[config.mk]
export PLATFORM = sky130hd
export DESIGN_NAME = seg7_scan
export DESIGN_NICKNAME = d
export VERILOG_FILES = /design/src/rtl/seg7_scan_pkg.sv /design/src/rtl/seg7_scan_hex7seg.sv /design/src/rtl/seg7_scan.sv
export SDC_FILE = /design/constraint.sdc
export NUM_CORES = 1
export LEC_CHECK = 0
export CAP_MARGIN = 20
export CELL_PAD_IN_SITES_DETAIL_PLACEMENT = 2
export CELL_PAD_IN_SITES_GLOBAL_PLACEMENT = 2
export CORE_AREA = 2 2 83 85
export CTS_BUF_LIST = sky130_fd_sc_hd__clkbuf_8
export CTS_CLUSTER_SIZE = 12
export DETAILED_ROUTE_END_ITERATION = 8
export DIE_AREA = 0 0 85 87
export GPL_TIMING_DRIVEN = 0
export PLACE_DENSITY = 0.89
export SLEW_MARGIN = 20
export SYNTH_ARGS = -nofsm -noshare
export SYNTH_HDL_FRONTEND = slang
export SYNTH_HIERARCHICAL = 1
export SYNTH_SLANG_ARGS = --single-unit
[constraint.sdc]
create_clock -name clk -period 3 [get_ports clk]
set_clock_uncertainty 0.1 [all_clocks]
set_input_delay 0.45 -clock clk [delete_from_list [all_inputs] [get_ports clk]]
set_output_delay 0.45 -clock clk [all_outputs]
set_load 0.01 [all_outputs]
[src/rtl/seg7_scan_pkg.sv]
// Shared definitions for the seg7_scan display back-end: widths, digit index type,
// blank patterns and the active-low hex7 segment codes ({g,f,e,d,c,b,a}).
package seg7_scan_pkg;

  localparam int unsigned DISP_W = 16;
  localparam int unsigned NIB_W  = 4;
  localparam int unsigned SEG_W  = 7;
  localparam int unsigned DIG_N  = 4;

  typedef logic [1:0] digit_t;

  localparam logic [SEG_W-1:0] SEG_OFF = 7'h7F;
  localparam logic [DIG_N-1:0] AN_OFF  = 4'hF;

  localparam logic [SEG_W-1:0] HEX7_0 = 7'h40;
  localparam logic [SEG_W-1:0] HEX7_1 = 7'h79;
  localparam logic [SEG_W-1:0] HEX7_2 = 7'h24;
  localparam logic [SEG_W-1:0] HEX7_3 = 7'h30;
  localparam logic [SEG_W-1:0] HEX7_4 = 7'h19;
  localparam logic [SEG_W-1:0] HEX7_5 = 7'h12;
  localparam logic [SEG_W-1:0] HEX7_6 = 7'h02;
  localparam logic [SEG_W-1:0] HEX7_7 = 7'h78;
  localparam logic [SEG_W-1:0] HEX7_8 = 7'h00;
  localparam logic [SEG_W-1:0] HEX7_9 = 7'h10;
  localparam logic [SEG_W-1:0] HEX7_A = 7'h08;
  localparam logic [SEG_W-1:0] HEX7_B = 7'h03;
  localparam logic [SEG_W-1:0] HEX7_C = 7'h46;
  localparam logic [SEG_W-1:0] HEX7_D = 7'h21;
  localparam logic [SEG_W-1:0] HEX7_E = 7'h06;
  localparam logic [SEG_W-1:0] HEX7_F = 7'h0E;

endpackage

[src/rtl/seg7_scan_hex7seg.sv]
// Combinational hex nibble to active-low 7-segment decoder.
module hex7seg
  import seg7_scan_pkg::*;
(
  input  logic [NIB_W-1:0] nibble,
  output logic [SEG_W-1:0] seg_c
);

  always_comb begin
    seg_c = SEG_OFF;
    case (nibble)
      4'h0: seg_c = HEX7_0;
      4'h1: seg_c = HEX7_1;
      4'h2: seg_c = HEX7_2;
      4'h3: seg_c = HEX7_3;
      4'h4: seg_c = HEX7_4;
      4'h5: seg_c = HEX7_5;
      4'h6: seg_c = HEX7_6;
      4'h7: seg_c = HEX7_7;
      4'h8: seg_c = HEX7_8;
      4'h9: seg_c = HEX7_9;
      4'hA: seg_c = HEX7_A;
      4'hB: seg_c = HEX7_B;
      4'hC: seg_c = HEX7_C;
      4'hD: seg_c = HEX7_D;
      4'hE: seg_c = HEX7_E;
      default: seg_c = HEX7_F;
    endcase
  end

endmodule

[src/rtl/seg7_scan.sv]
// 4-digit multiplexed common-anode hex display scanner with per-frame snapshot.
// Optional leading-zero blanking when SEG7_LZB_EN is defined.
module seg7_scan
  import seg7_scan_pkg::*;
#(
  parameter int unsigned DIV_W     = 16,
  parameter int unsigned BLANK_CYC = 2
) (
  input  logic              clk,
  input  logic              rst,
  input  logic [DISP_W-1:0] value,
  input  logic              en,
  output logic [DIG_N-1:0]  an,
  output logic [SEG_W-1:0]  seg,
  output logic              dp,
  output logic              frame
);

  localparam logic [DIV_W-1:0] BLANK_V = DIV_W'(BLANK_CYC);

  logic [DIV_W-1:0]  cnt;
  digit_t            d;
  logic [DISP_W-1:0] snap;
  logic              tick_c;
  logic              frame_end_c;
  logic [NIB_W-1:0]  nib_c;
  logic [SEG_W-1:0]  seg_nxt_c;
  logic              lzb_c;
  logic [DIG_N-1:0]  an_nxt_c;

  assign tick_c      = (cnt == '1);
  assign frame_end_c = tick_c && (d == 2'd3);
  assign nib_c       = NIB_W'(snap >> {d, 2'b00});

  hex7seg u_hex7seg (
    .nibble (nib_c),
    .seg_c  (seg_nxt_c)
  );

`ifdef SEG7_LZB_EN
  // A digit is suppressed when it and every digit to its left are zero.
  always_comb begin
    lzb_c = 1'b0;
    case (d)
      2'd1:    lzb_c = (snap[15:4]  == '0);
      2'd2:    lzb_c = (snap[15:8]  == '0);
      2'd3:    lzb_c = (snap[15:12] == '0);
      default: lzb_c = 1'b0;
    endcase
  end
`else
  assign lzb_c = 1'b0;
`endif

  always_comb begin
    an_nxt_c = AN_OFF;
    if (!((cnt < BLANK_V) || lzb_c)) begin
      an_nxt_c = ~(4'b0001 << d);
    end
  end

  always_ff @(posedge clk) begin
    if (rst) begin
      cnt   <= '0;
      d     <= '0;
      snap  <= '0;
      an    <= AN_OFF;
      seg   <= SEG_OFF;
      dp    <= 1'b1;
      frame <= 1'b0;
    end else if (!en) begin
      // Idle: keep tracking value so scanning starts on fresh data.
      cnt   <= '0;
      d     <= '0;
      snap  <= value;
      an    <= AN_OFF;
      seg   <= SEG_OFF;
      dp    <= 1'b1;
      frame <= 1'b0;
    end else begin
      cnt   <= cnt + DIV_W'(1);
      if (tick_c) begin
        d <= d + 2'd1;
      end
      if (frame_end_c) begin
        snap <= value;
      end
      an    <= an_nxt_c;
      seg   <= seg_nxt_c;
      dp    <= 1'b1;
      frame <= frame_end_c;
    end
  end

endmodule

Word level (Yosys, flattened, before mapping)
Memory sizes are Yosys's and may differ from the RTL's. A register that Yosys moved wholly into a read port is not among the register bits.
Cells that the tools add are included.

word-level totals
  memory bits (read-only) = 112
  memories = 1
  flip-flop bits (word level) = 39
  input bits = 19
  output and inout port bits = 13

memories
  memory            words  width  read ports  clocked after Yosys merged registers in  write ports  RTL line                 text
  (name not given)  16     7      1           1                                        0            seg7_scan_hex7seg.sv:11  case (nibble)

operators by class
  multiplexer cells = 2
  equality and inequality tests = 3
  order comparisons = 1
  shift operators = 2
  $add $sub $neg = 2
  bitwise operators = 2
  reduce and logical (&&, ||, !) cells = 3

operators by type and width
  kind                                                                            number
  16-bit two-way mux                                                              2
  16-bit by 1-bit adder with 16-bit output (second input constant)                1
  16-bit == test (second input constant)                                          1
  16-bit by 2-bit less-than comparator with 1-bit output (second input constant)  1
  16-bit by 4-bit right shift with 4-bit output                                   1
  4-bit inverter                                                                  1
  1-bit by 2-bit left shift with 4-bit output (first input constant)              1
  3-bit OR reduction                                                              1
  2-bit by 1-bit adder with 2-bit output (second input constant)                  1
  2-bit == test (second input constant)                                           1
  2-bit by 1-bit != test with 1-bit output (second input constant)                1
  2-bit OR reduction                                                              1
  1-bit logical AND                                                               1
  1-bit inverter                                                                  1

Logic depth before layout (Yosys ltp)
Gate-level depths: netlist (run 1).

  depth in word-level cells = 4
  depth in mapped cells = 8

Modules after synthesis
Netlist (run 1), hierarchy kept.

modules (own cells, without submodules)
  module     area an instance (um^2)  cells each  times used  sequential area each (um^2)
  seg7_scan  1865.5                   197         1           920.9
  hex7seg    275.3                    32          1           0.0

Worst setup path after synthesis (run 1)
No wires, ideal clock.

  kind = reg2reg
  start point = reg d[0]
  end point = reg seg[3]
  data required time = 2.777 ns
  path buffers = 1
  setup slack = 0.514 ns
  library setup time = 0.123 ns
  clock period less this slack = 2.486 ns
  arrival time = 2.263 ns
  stages on the path, launching flop included = 8
  cells stage by stage = dfxtp_1 -> clkbuf_1 -> mux4_2 -> inv_1 -> ha_1 -> inv_1 -> mux4_1 -> or2_2

between the ends
  cells in the longest elaborated chain, start to end = 1

RTL lines
  element                                        RTL line         text
  start: declaration                             seg7_scan.sv:22  digit_t d;
  start signal: assignment                       seg7_scan.sv:83  d <= d + 2'd1;
  16-bit by 4-bit right shift with 4-bit output  seg7_scan.sv:33  assign nib_c = NIB_W'(snap >> {d, 2'b00});
  via nib_c[0]                                   seg7_scan.sv:26  logic [NIB_W-1:0] nib_c;
  end: declaration                               seg7_scan.sv:14  output logic [SEG_W-1:0] seg,

The timed path passes the listed nets, and every way through them passes these cells.
A chain may end at the register's enable or synchronous reset.

Worst setup path in the final report (run 1)
Same ends and word-level chain as after synthesis.

==> impl_summary.txt, run 1 <==
----------------------------------------------------
[Clocking]
  Clock buffer depth ... 2
  Clock Sink Count ... 46
  Clock tree from TritonCTS ... done
  Clock Pin Slew Worst Setup and Hold Paths ... 0.09 ns
  H-tree levels ... 2
  Cts bufs inserted ... 5
  Root Buffer Master ... clkbuf_8
  CTS Hold Bufs ... 0
  Post-CTS Resized ... 0
  Setup fix buffers added after clock tree synthesis ... 0
  Clock Latency Late Sink ... around 0.3 ns

[Die]
  CORE AREA ... 6570 um2
  Count of boundary I/O pins ... 32
  Height of the die ... 87 um
  Floorplan row count ... 30
  Die outline area ... 7400 um2
  Horizontal die dimension ... 85 um
  Initial core utilization ... 32.6%

[Detailed routing]
  DR vias/cell ... 5.12
  Final routed DRC violation total ... 0
  Average detailed-routed wire length per instance ... 16.4 um
  Via count of the routed design ... roughly 1.8k
  Total Routed Length ... 5.69 mm
  Number of nets with antenna violations after detailed routing ... 0
  Initial drt markers ... between 50 and 60
  Number of detailed-routing iterations run before antenna repair ... 4

[Outcome]
  Result of the run ... finished clean

[Synth]
  Adder-cell share of the synthesized area ... 7.01%
  Yosys top cell area share ... 43.0%
  Simple-gate share of the synthesized area ... 23.3%
  Syn Area/Cell ... 9.35 um2
  Most frequent cell after synthesis ... dfxtp_1
  Synthesized instance count ... 229
  Number of synthesized register bits ... 46
  Post-synthesis sequential area ratio ... around 43%
  Complex-gate fraction of the synthesized area ... 9.35%
  Synth top area cells ... dfxtp_1, nand2_1, ha_1
  Prevailing post-synth register cell ... dfxtp_1
  Post-synthesis instance area ... between 2000 and 2500 um2
  Post-synthesis async set-or-reset flop share ... 0%
  Top cells by count, synth ... dfxtp_1, nand2_1, a21oi_1, nor2_1, ha_1
  Number of enable-type register cells in the synthesized netlist ... 0
  Cell variety after synth ... 39
  Post-Syn Nets ... 260
  Main combinational cell family by area after synthesis ... simple AND/OR/NAND/NOR gates
  Area leader, netlist ... dfxtp_1
  Post-synthesis xor/xnor area fraction ... 4.91%
  Portion of netlist area occupied by mux cells ... 8.30%
  Yosys synthesis warning count ... 6

[Place]
  Post-DP Area ... 2530 um2
  Final Wtd Congestion ... 0.752
  Number of port buffers ... 29
  Estimated wirelength of the detail-placed design ... 4.15 mm
  Pre-CTS setup slack ... 0.186 ns

[Power]
  Power per cell area ... 463 nW/um2
  Internal power of the cells ... ~0.00093 W
  Net switching share of the total power ... between 20% and 30%
  Cell leakage power ... 1.01 nW
  Largest vdd supply drop ... 0.000226 V
  Combinational share of power ... between 10% and 20%
  Switch Pwr ... 0.000293 W
  Share of power burned in registers ... 52.2%
  Clock share of power ... 37.2%

[Critical path]
  WP data arrival ... 2.93 ns
  Kind of end point of the critical path ... register
  Data required time at the worst endpoint ... about 3.1 ns
  Element type at the critical path start ... register
  Peak fanout along the critical path ... 7
  Kind of critical path ... reg -> reg
  Reg2Reg Depth ... 7

[Global routing]
  Total congestion overflow after global routing ... 0
  First-pass GRT wire length ... 9.67 mm
  GRT Overall Usage ... 16.7%
  Number of antenna violations at the first check in global routing ... 0
  Maximum number of pins on one net before global-route repair ... 14
  Via count of the first global-routing pass ... 1,935

[Timing]
  Peak Freq ... between 300 and 400 MHz
  Worst hold margin ... ~0.35 ns
  Slew at the pin closest to its max-slew limit ... 0.522 ns
  RSZ-0062 raised after global routing ... no
  Final Hold Vio Count ... 0
  Final WS setup ... 0.168 ns
  Normalized max-slew margin ... 65.2%
  Fin crit period ... 2.83 ns
  Number of endpoints failing setup at the final stage ... 0
  Number of pins with negative max-slew slack in the final report ... 0
  Period Utilization, post-route ... a little over nine tenths
  Setup TNS ... 0 ns

[Layout]
  Post-layout net count ... 296
  Diodes inserted ... 0
  Final cell area excluding filler cells ... about 2600 um2
  Ratio of cells with drive above 1 in the final layout ... between 10 and 15%
  Post-layout util ... 40.2%
  Filler cells ... 715
  Post-synthesis to final-layout area growth ... 23.4%

[Run]
  Number of max-capacitance violations reported ... 0

[Hold path]
  Cell count of the worst hold path ... 2
  Worst hold path type ... reg -> reg

----------------------------------------------------
==> layout make-up <==
cell class                 count  area, um2  area share [%]
buffer                        11       62.6            2.37
clock buffer                   8        110            4.17
inverter                       6       22.5           0.853
multi-input combinational    166       1130            43.0
sequential                    46        921            34.9
tap                           80        100            3.79
timing repair buffer          29        290            11.0
==> final timing paths <==
kind,start,to,slack (ns)
worst max-delay path,d[0]$_SDFFE_PP0N_,seg[3]$_SDFF_PP1_,0.17
worst min-delay path,snap[4]$_SDFFE_PP0P_,snap[4]$_SDFFE_PP0P_,0.35
worst max register to register,d[0]$_SDFFE_PP0N_,seg[3]$_SDFF_PP1_,0.17
worst min register to register,snap[4]$_SDFFE_PP0P_,snap[4]$_SDFFE_PP0P_,0.35
==> power by group through the flow <==
stage,logic (W),clock network [W],registers (W)
floorplan,0.0000684,0,0.000653
CTS,0.000131,0.000464,0.000639
finish,0.000129,0.000454,0.000638
global route,0.000144,0.000492,0.000641
global placement,0.000121,0,0.000651
detailed placement,0.000128,0,0.000653
==> flip-flops by register name, indices dropped and copies added, names as in the netlist <==
signal and cells:
cnt 16, snap 16, seg 7, an 4, d 2, frame 1
==> worst max-delay path: stages (launching register included) <==
cell	delay (ns)
dfxtp_1	0.37
clkbuf_1	0.37
mux4_2	0.67
inv_1	0.19
ha_1	0.16
inv_1	0.07
mux4_1	0.49
or2_2	0.30
==> stage by stage <==
stage	std cells	total power, W
floorplan	229	0.000722
global placement	338	0.000772
detailed placement	338	0.000781
CTS	346	0.00123
global route	346	0.00128
finish	346	0.00122
==> layer usage <==
metal  vias up  wire length (um)  track usage [%]
li1        854                 -                -
met1       877              2650             21.0
met2        32              2790             28.7
met3         7               163             3.32
met4         0                87             5.48
met5         -                 0                0
==> layout by cell type (no fill, tap or decap), types with 3 or more instances in the layout <==
cell type / Yosys / final
mux2i_1: 5 / 5
inv_1: 6 / 6
and3_1: 4 / 4
xnor2_1: 3 / 3
or3_1: 3 / 3
clkdlybuf4s50_1: 0 / 29
o21ai_0: 5 / 5
ha_1: 12 / 12
dfxtp_1: 46 / 46
clkbuf_8: 0 / 8
clkbuf_1: 6 / 6
nand4_1: 7 / 7
mux4_2: 4 / 4
nor4_1: 3 / 3
or2_2: 7 / 7
a21oi_1: 20 / 20
nor2_1: 20 / 20
nand2_1: 42 / 42
xor2_1: 9 / 9
==> cells by family after synthesis <==
group | count (synthesis)
other | 1
buffers and inverters | 17
adder cells (fa/ha/maj) | 12
XOR/XNOR | 12
AND/OR/NAND/NOR | 99
AO/OA/AOI/OAI | 31
flip-flops | 46
multiplexers | 11
(Power assumes the default switching activity.)
==> inputs of run 2 (changes only) <==
- CORE_AREA: 2 2 83 85 -> 2 2 84 86
- CTS_BUF_LIST: sky130_fd_sc_hd__clkbuf_8 -> sky130_fd_sc_hd__clkbuf_4 sky130_fd_sc_hd__clkbuf_8 sky130_fd_sc_hd__clkbuf_16
- CTS_CLUSTER_SIZE: 12 -> unset
- DIE_AREA: 0 0 85 87 -> 0 0 86 88
- PLACE_DENSITY: 0.89 -> 0.76
==> run 2 against run 1 <==
- first-iteration DRC count rose by 11%
- register-to-register slack gained 0.21 ns
- critical path depth did not move
- largest power group unchanged
==> impl_summary.txt, run 2 (same netlist as run 1, synthesis figures left out) <==
----------------------------------------------------
[Outcome]
  Result of the run ... finished clean

[Power]
  Cell leakage power ... just over 1 nW
  Largest vdd supply drop ... 0.000192 V
  Total power draw ... 0.00124 W
  Power per cell area ... roughly 470 nW/um2

[Timing]
  RSZ-0062 raised after global routing ... no
  Normalized max-slew margin ... 66.7%
  Number of endpoints failing setup at the final stage ... 0
  Number of pins with negative max-slew slack in the final report ... 0
  Setup TNS ... 0 ns
  Worst hold margin ... 0.349 ns
  Final Hold Vio Count ... 0
  Fin crit period ... 2.62 ns
  Period Utilization, post-route ... 87.3%
  Slew at the pin closest to its max-slew limit ... between 0.4 and 0.5 ns
  Peak Freq ... 382 MHz

[Layout]
  Post-layout net count ... 296
  Filler cells ... 737
  Diodes inserted ... 0
  Most common cell after layout, fill and taps aside ... dfxtp_1
  Registers with the most flip-flops ... cnt x16, snap x16, seg x7
  Commonest cells after routing, fill and taps aside ... dfxtp_1, nand2_1, clkdlybuf4s50_1
  Post-synthesis to final-layout area growth ... 23.6%
  Ratio of cells with drive above 1 in the final layout ... a little under an eighth

[Die]
  Height of the die ... 88 um
  Count of boundary I/O pins ... 32
  Floorplan row count ... 30
  Die outline area ... ~7600 um2
  Initial core utilization ... approximately a third
  CORE AREA ... 6640 um2
  Horizontal die dimension ... 86 um

[Run]
  Number of max-capacitance violations reported ... 0

[Detailed routing]
  Total Routed Length ... 5.21 mm
  Number of nets with antenna violations after detailed routing ... 0
  Average detailed-routed wire length per instance ... between 15 and 20 um
  Via count of the routed design ... 1,727
  Initial drt markers ... 62
  DR vias/cell ... 5.01
  Final routed DRC violation total ... 0
  Number of detailed-routing iterations run before antenna repair ... 4

[Clocking]
  Cts bufs inserted ... 5
  Post-CTS Resized ... 0
  Root Buffer Master ... clkbuf_8
  H-tree levels ... 2
  Clock Latency Late Sink ... 0.30 ns
  CTS Hold Bufs ... 0
  Clock Pin Slew Worst Setup and Hold Paths ... 0.08 ns
  Clock Sink Count ... 46
  Clock buffer depth ... 2
  Clock tree from TritonCTS ... done
  Setup fix buffers added after clock tree synthesis ... 0

[Critical path]
  Buffers & Inverters on Critical Path ... 3
  Kind of critical path ... reg -> reg
  Slowest cell on the critical path ... mux4_2
  WP data arrival ... 2.71 ns
  Kind of end point of the critical path ... register
  Element type at the critical path start ... register
  Family with the most delay on the worst path ... multiplexers
  Peak fanout along the critical path ... 7
  Cells along the critical path ... clkbuf_2 > mux4_2 > inv_1 > ha_1 > inv_1 > mux4_1 > or2_2
  Data required time at the worst endpoint ... just over 3 ns
  Most common cell type on the critical path ... inv_1
  Largest stage delay, worst path ... 0.63 ns

[Global routing]
  First-pass GRT wire length ... 8.99 mm
  Maximum number of pins on one net before global-route repair ... 14
  Via count of the first global-routing pass ... 1,799
  GRT Overall Usage ... 15.2%
  Number of antenna violations at the first check in global routing ... 0
  Total congestion overflow after global routing ... 0

[Place]
  Estimated wirelength of the detail-placed design ... 3.79 mm
  Number of port buffers ... 29
  Final Wtd Congestion ... just over 0.7

[Hold path]
  Worst hold path type ... reg -> reg

----------------------------------------------------
[run 2: through the flow]
stage	worst slack [ns]	cell area, um2	utilization, %	cells
floorplan	0.514	2140	-	229
global placement	0.261	2530	38.1	338
detailed placement	0.188	2530	38.1	338
CTS	0.177	2640	39.8	345
global route	0.177	2650	39.8	345
finish	0.381	2650	39.8	345
[run 2: final cells by class]
class / instances / area [um2] / share of cell area (%)
clock inverter: 1 / 30.0 / 1.14
buffer: 11 / 63.8 / 2.41
clock buffer: 6 / 82.6 / 3.12
multi-input combinational: 166 / 1130 / 42.9
sequential: 46 / 921 / 34.8
inverter: 6 / 22.5 / 0.851
tap: 80 / 100 / 3.78
timing repair buffer: 29 / 290 / 11.0
[run 2: path summary, 6_finish.rpt]
kind | startpoint | to | slack [ns] | cells after the start
max | d[0]$_SDFFE_PP0N_ | seg[3]$_SDFF_PP1_ | 0.38 | 7
min | cnt[0]$_SDFF_PP0_ | cnt[0]$_SDFF_PP0_ | 0.35 | 1
max reg2reg | d[0]$_SDFFE_PP0N_ | seg[3]$_SDFF_PP1_ | 0.38 | 7
min reg2reg | cnt[0]$_SDFF_PP0_ | cnt[0]$_SDFF_PP0_ | 0.35 | 1
[run 2: worst reg2reg max path: stages (launching register included)]
cell and delay [ns]:
dfxtp_1 0.37, clkbuf_2 0.25, mux4_2 0.63, inv_1 0.17
ha_1 0.16, inv_1 0.05, mux4_1 0.48, or2_2 0.31
[run 2: metal layers]
layer | share of wire, % | track usage (%) | up-vias
met4 | 1.1 | 3.90 | 0
met5 | 0 | 0 | -
met2 | 48 | 25.4 | 30
met1 | 48 | 20.1 | 839
li1 | - | - | 852
met3 | 3.6 | 3.20 | 6
[run 2: where the power goes]
group,switching (W),total (W),internal (W)
Sequential,0.00000834,0.000638,0.000629
Combinational,0.0000583,0.000125,0.0000669
Clock,0.000209,0.000476,0.000267
Total,0.000276,0.00124,0.000963
==> inputs of run 3 (changes only) <==
- CORE_AREA: 2 2 84 86 -> 2 2 85 87
- DIE_AREA: 0 0 86 88 -> 0 0 87 89
- SYNTH_HIERARCHICAL: 1 -> unset
==> run 3 against run 2 <==
- hold slack improved by 0.019 ns
- highest routed layer unchanged
- routed wire length rose by 1.2%
- area after synthesis rose by 5.7%
- utilization rose by 1.2 points
==> impl_summary.txt, run 3 <==
----------------------------------------------------
[Outcome]
  Result of the run ... finished clean

[Timing]
  Fin crit period ... 2.34 ns
  Peak Freq ... roughly 430 MHz
  Final WS setup ... 0.655 ns
  Number of endpoints failing setup at the final stage ... 0
  Normalized max-slew margin ... roughly 63%
  Number of pins with negative max-slew slack in the final report ... 0
  Setup TNS ... 0 ns
  Period Utilization, post-route ... about 78%
  Slew at the pin closest to its max-slew limit ... 0.550 ns
  Final Hold Vio Count ... 0
  RSZ-0062 raised after global routing ... no

[Die]
  Horizontal die dimension ... 87 um
  Die outline area ... 7740 um2
  Height of the die ... about 89 um
  Initial core utilization ... 33.7%
  Count of boundary I/O pins ... 32
  CORE AREA ... 6720 um2
  Floorplan row count ... 30

[Synth]
  Post-synthesis sequential area ratio ... just over 40%
  Number of synthesized register bits ... 46
  Most frequent cell after synthesis ... dfxtp_1
  Yosys synthesis warning count ... 0
  Syn Area/Cell ... 9.84 um2
  Synthesized instance count ... 230
  Top cells by count, synth ... dfxtp_1, nand2b_1, nor2_1
  Cell variety after synth ... 39
  Post-Syn Nets ... 260
  Post-synthesis instance area ... 2260 um2
  Prevailing post-synth register cell ... dfxtp_1
  Yosys top cell area share ... approximately two fifths
  Number of enable-type register cells in the synthesized netlist ... 0
  Area leader, netlist ... dfxtp_1
  Post-synthesis async set-or-reset flop share ... 0%
  Synth top area cells ... dfxtp_1, nand2b_1, mux2i_1

[Layout]
  Registers with the most flip-flops ... cnt x16, snap x16, seg x7
  Filler cells ... 728
  Area used by multi-input combinational logic ... 1240 um2
  Post-layout net count ... 297
  Register Area ... 921 um2
  Post-synthesis to final-layout area growth ... 21.9%
  Ratio of cells with drive above 1 in the final layout ... 10.1%
  Final non-filler cell total ... 348
  Commonest cells after routing, fill and taps aside ... dfxtp_1, nand2b_1, clkdlybuf4s50_1
  Most common cell after layout, fill and taps aside ... dfxtp_1
  Diodes inserted ... 0

[Detailed routing]
  Number of detailed-routing iterations run before antenna repair ... 4
  Number of nets with antenna violations after detailed routing ... 0
  Initial drt markers ... 52
  Average detailed-routed wire length per instance ... 15.2 um
  Final routed DRC violation total ... 0
  Total Routed Length ... 5.27 mm
  DR vias/cell ... 4.93
  Via count of the routed design ... roughly 1.7k

[Clocking]
  Clock Sink Count ... 46
  Root Buffer Master ... clkbuf_8
  Clock buffer depth ... 2
  Clock tree from TritonCTS ... done
  Post-CTS Resized ... 0
  Clock Pin Slew Worst Setup and Hold Paths ... approximately 0.09 ns
  Clock Latency Late Sink ... 0.30 ns
  Setup fix buffers added after clock tree synthesis ... 0
  Cts bufs inserted ... 5
  H-tree levels ... 2
  CTS Hold Bufs ... 0

[Critical path]
  Worst reg2reg startpoint ... d[0]$_SDFFE_PP0N_
  Family with the most delay on the worst path ... multiplexers
  Setup slack, reg-to-reg ... about 0.66 ns
  Cells along the critical path ... buf_2 > mux4_2 > ha_1 > or3b_1 > o221ai_1 > nand2_1
  Peak fanout along the critical path ... 6
  Element type at the critical path start ... register
  Worst reg2reg path endpoint ... seg[0]$_SDFF_PP1_
  Largest stage delay, worst path ... 0.61 ns
  Kind of critical path ... reg -> reg
  Data required time at the worst endpoint ... 3.06 ns
  Kind of end point of the critical path ... register
  Slowest cell on the critical path ... mux4_2
  WP data arrival ... about 2.4 ns
  Reg2Reg Depth ... 6
  Buffers & Inverters on Critical Path ... 1

[Global routing]
  Maximum number of pins on one net before global-route repair ... 14
  Total congestion overflow after global routing ... 0
  First-pass GRT wire length ... about 8.9 mm
  GRT Overall Usage ... between 15 and 20%
  Via count of the first global-routing pass ... 1,870
  Number of antenna violations at the first check in global routing ... 0

[Place]
  Number of port buffers ... 30
  Cell count after placement ... 340
  Pre-CTS setup slack ... 0.609 ns
  Estimated wirelength of the detail-placed design ... 4.08 mm
  Final Wtd Congestion ... 0.704

[Hold path]
  Endpoint of the worst hold path ... cnt[0]$_SDFF_PP0_
  Cell count of the worst hold path ... 1
  Worst hold path type ... reg -> reg
  Critical hold path startpoint ... cnt[0]$_SDFF_PP0_

[Power]
  Total power draw ... 0.00120 W
  Largest vdd supply drop ... 0.000198 V
  Power per cell area ... about 430 nW/um2
  Cell leakage power ... about 1.0 nW

[Run]
  Number of max-capacitance violations reported ... 0

----------------------------------------------------
## run 3: final cells by class
class                           count  share of cell area (%)
Clock inverter                      1                   0.181
Timing Repair Buffer               30                    10.9
Inverter                            7                   0.952
Buffer                             12                    2.77
Sequential cell                    46                    33.4
Tap cell                           80                    3.63
Multi-Input combinational cell    165                    44.9
Clock buffer                        7                    3.27
## run 3: worst max-delay path by stage
stage                      start           endpoint  slack [ns]  cells past startpoint
3_3_place_gp                 rst   an[2]$_SDFF_PP1_        0.67                      5
2_1_floorplan  d[0]$_SDFFE_PP0N_  seg[0]$_SDFF_PP1_        0.92                      6
3_5_place_dp                 rst   an[3]$_SDFF_PP1_        0.61                      5
5_1_grt        d[0]$_SDFFE_PP0N_  seg[0]$_SDFF_PP1_        0.54                      6
4_1_cts        d[0]$_SDFFE_PP0N_  seg[0]$_SDFF_PP1_        0.64                      6
6_report       d[0]$_SDFFE_PP0N_  seg[0]$_SDFF_PP1_        0.66                      6
## run 3: cell families after synthesis
kind of cell | share of synthesized area, %
flip-flops | 40.7
AO/OA/AOI/OAI | 5.80
multiplexers | 12.4
buffers and inverters | 4.53
XOR/XNOR | 5.42
other | 0.166
AND/OR/NAND/NOR | 24.9
adder cells (fa/ha/maj) | 6.08
## run 3: stage by stage
step	instance area [um2]	hold WS, ns	util (%)
final	2760	0.368	41.1
after global routing	2760	0.406	41.1
after CTS	2760	0.377	41.1
after detailed placement	2660	0.355	39.6
after global placement	2660	0.347	39.6
after floorplan	2260	0.330	-
## run 3: power breakdown
| group | switching (W) | leakage [nW] | internal [W] | total (W) |
|---|---|---|---|---|
| clock network | 0.000217 | 0.0517 | 0.000195 | 0.000412 |
| logic | 0.0000654 | 0.615 | 0.0000766 | 0.000142 |
| registers | 0.00000994 | 0.376 | 0.000631 | 0.000641 |
| total | 0.000292 | 1.04 | 0.000904 | 0.00120 |
## run 3: routing by layer
metal	GRT usage (%)	vias up	wire length [um]
met1	17.3	830	2420
met5	0	-	0
met4	4.26	0	28
met3	3.60	3	145
li1	-	856	-
met2	27.6	28	2680
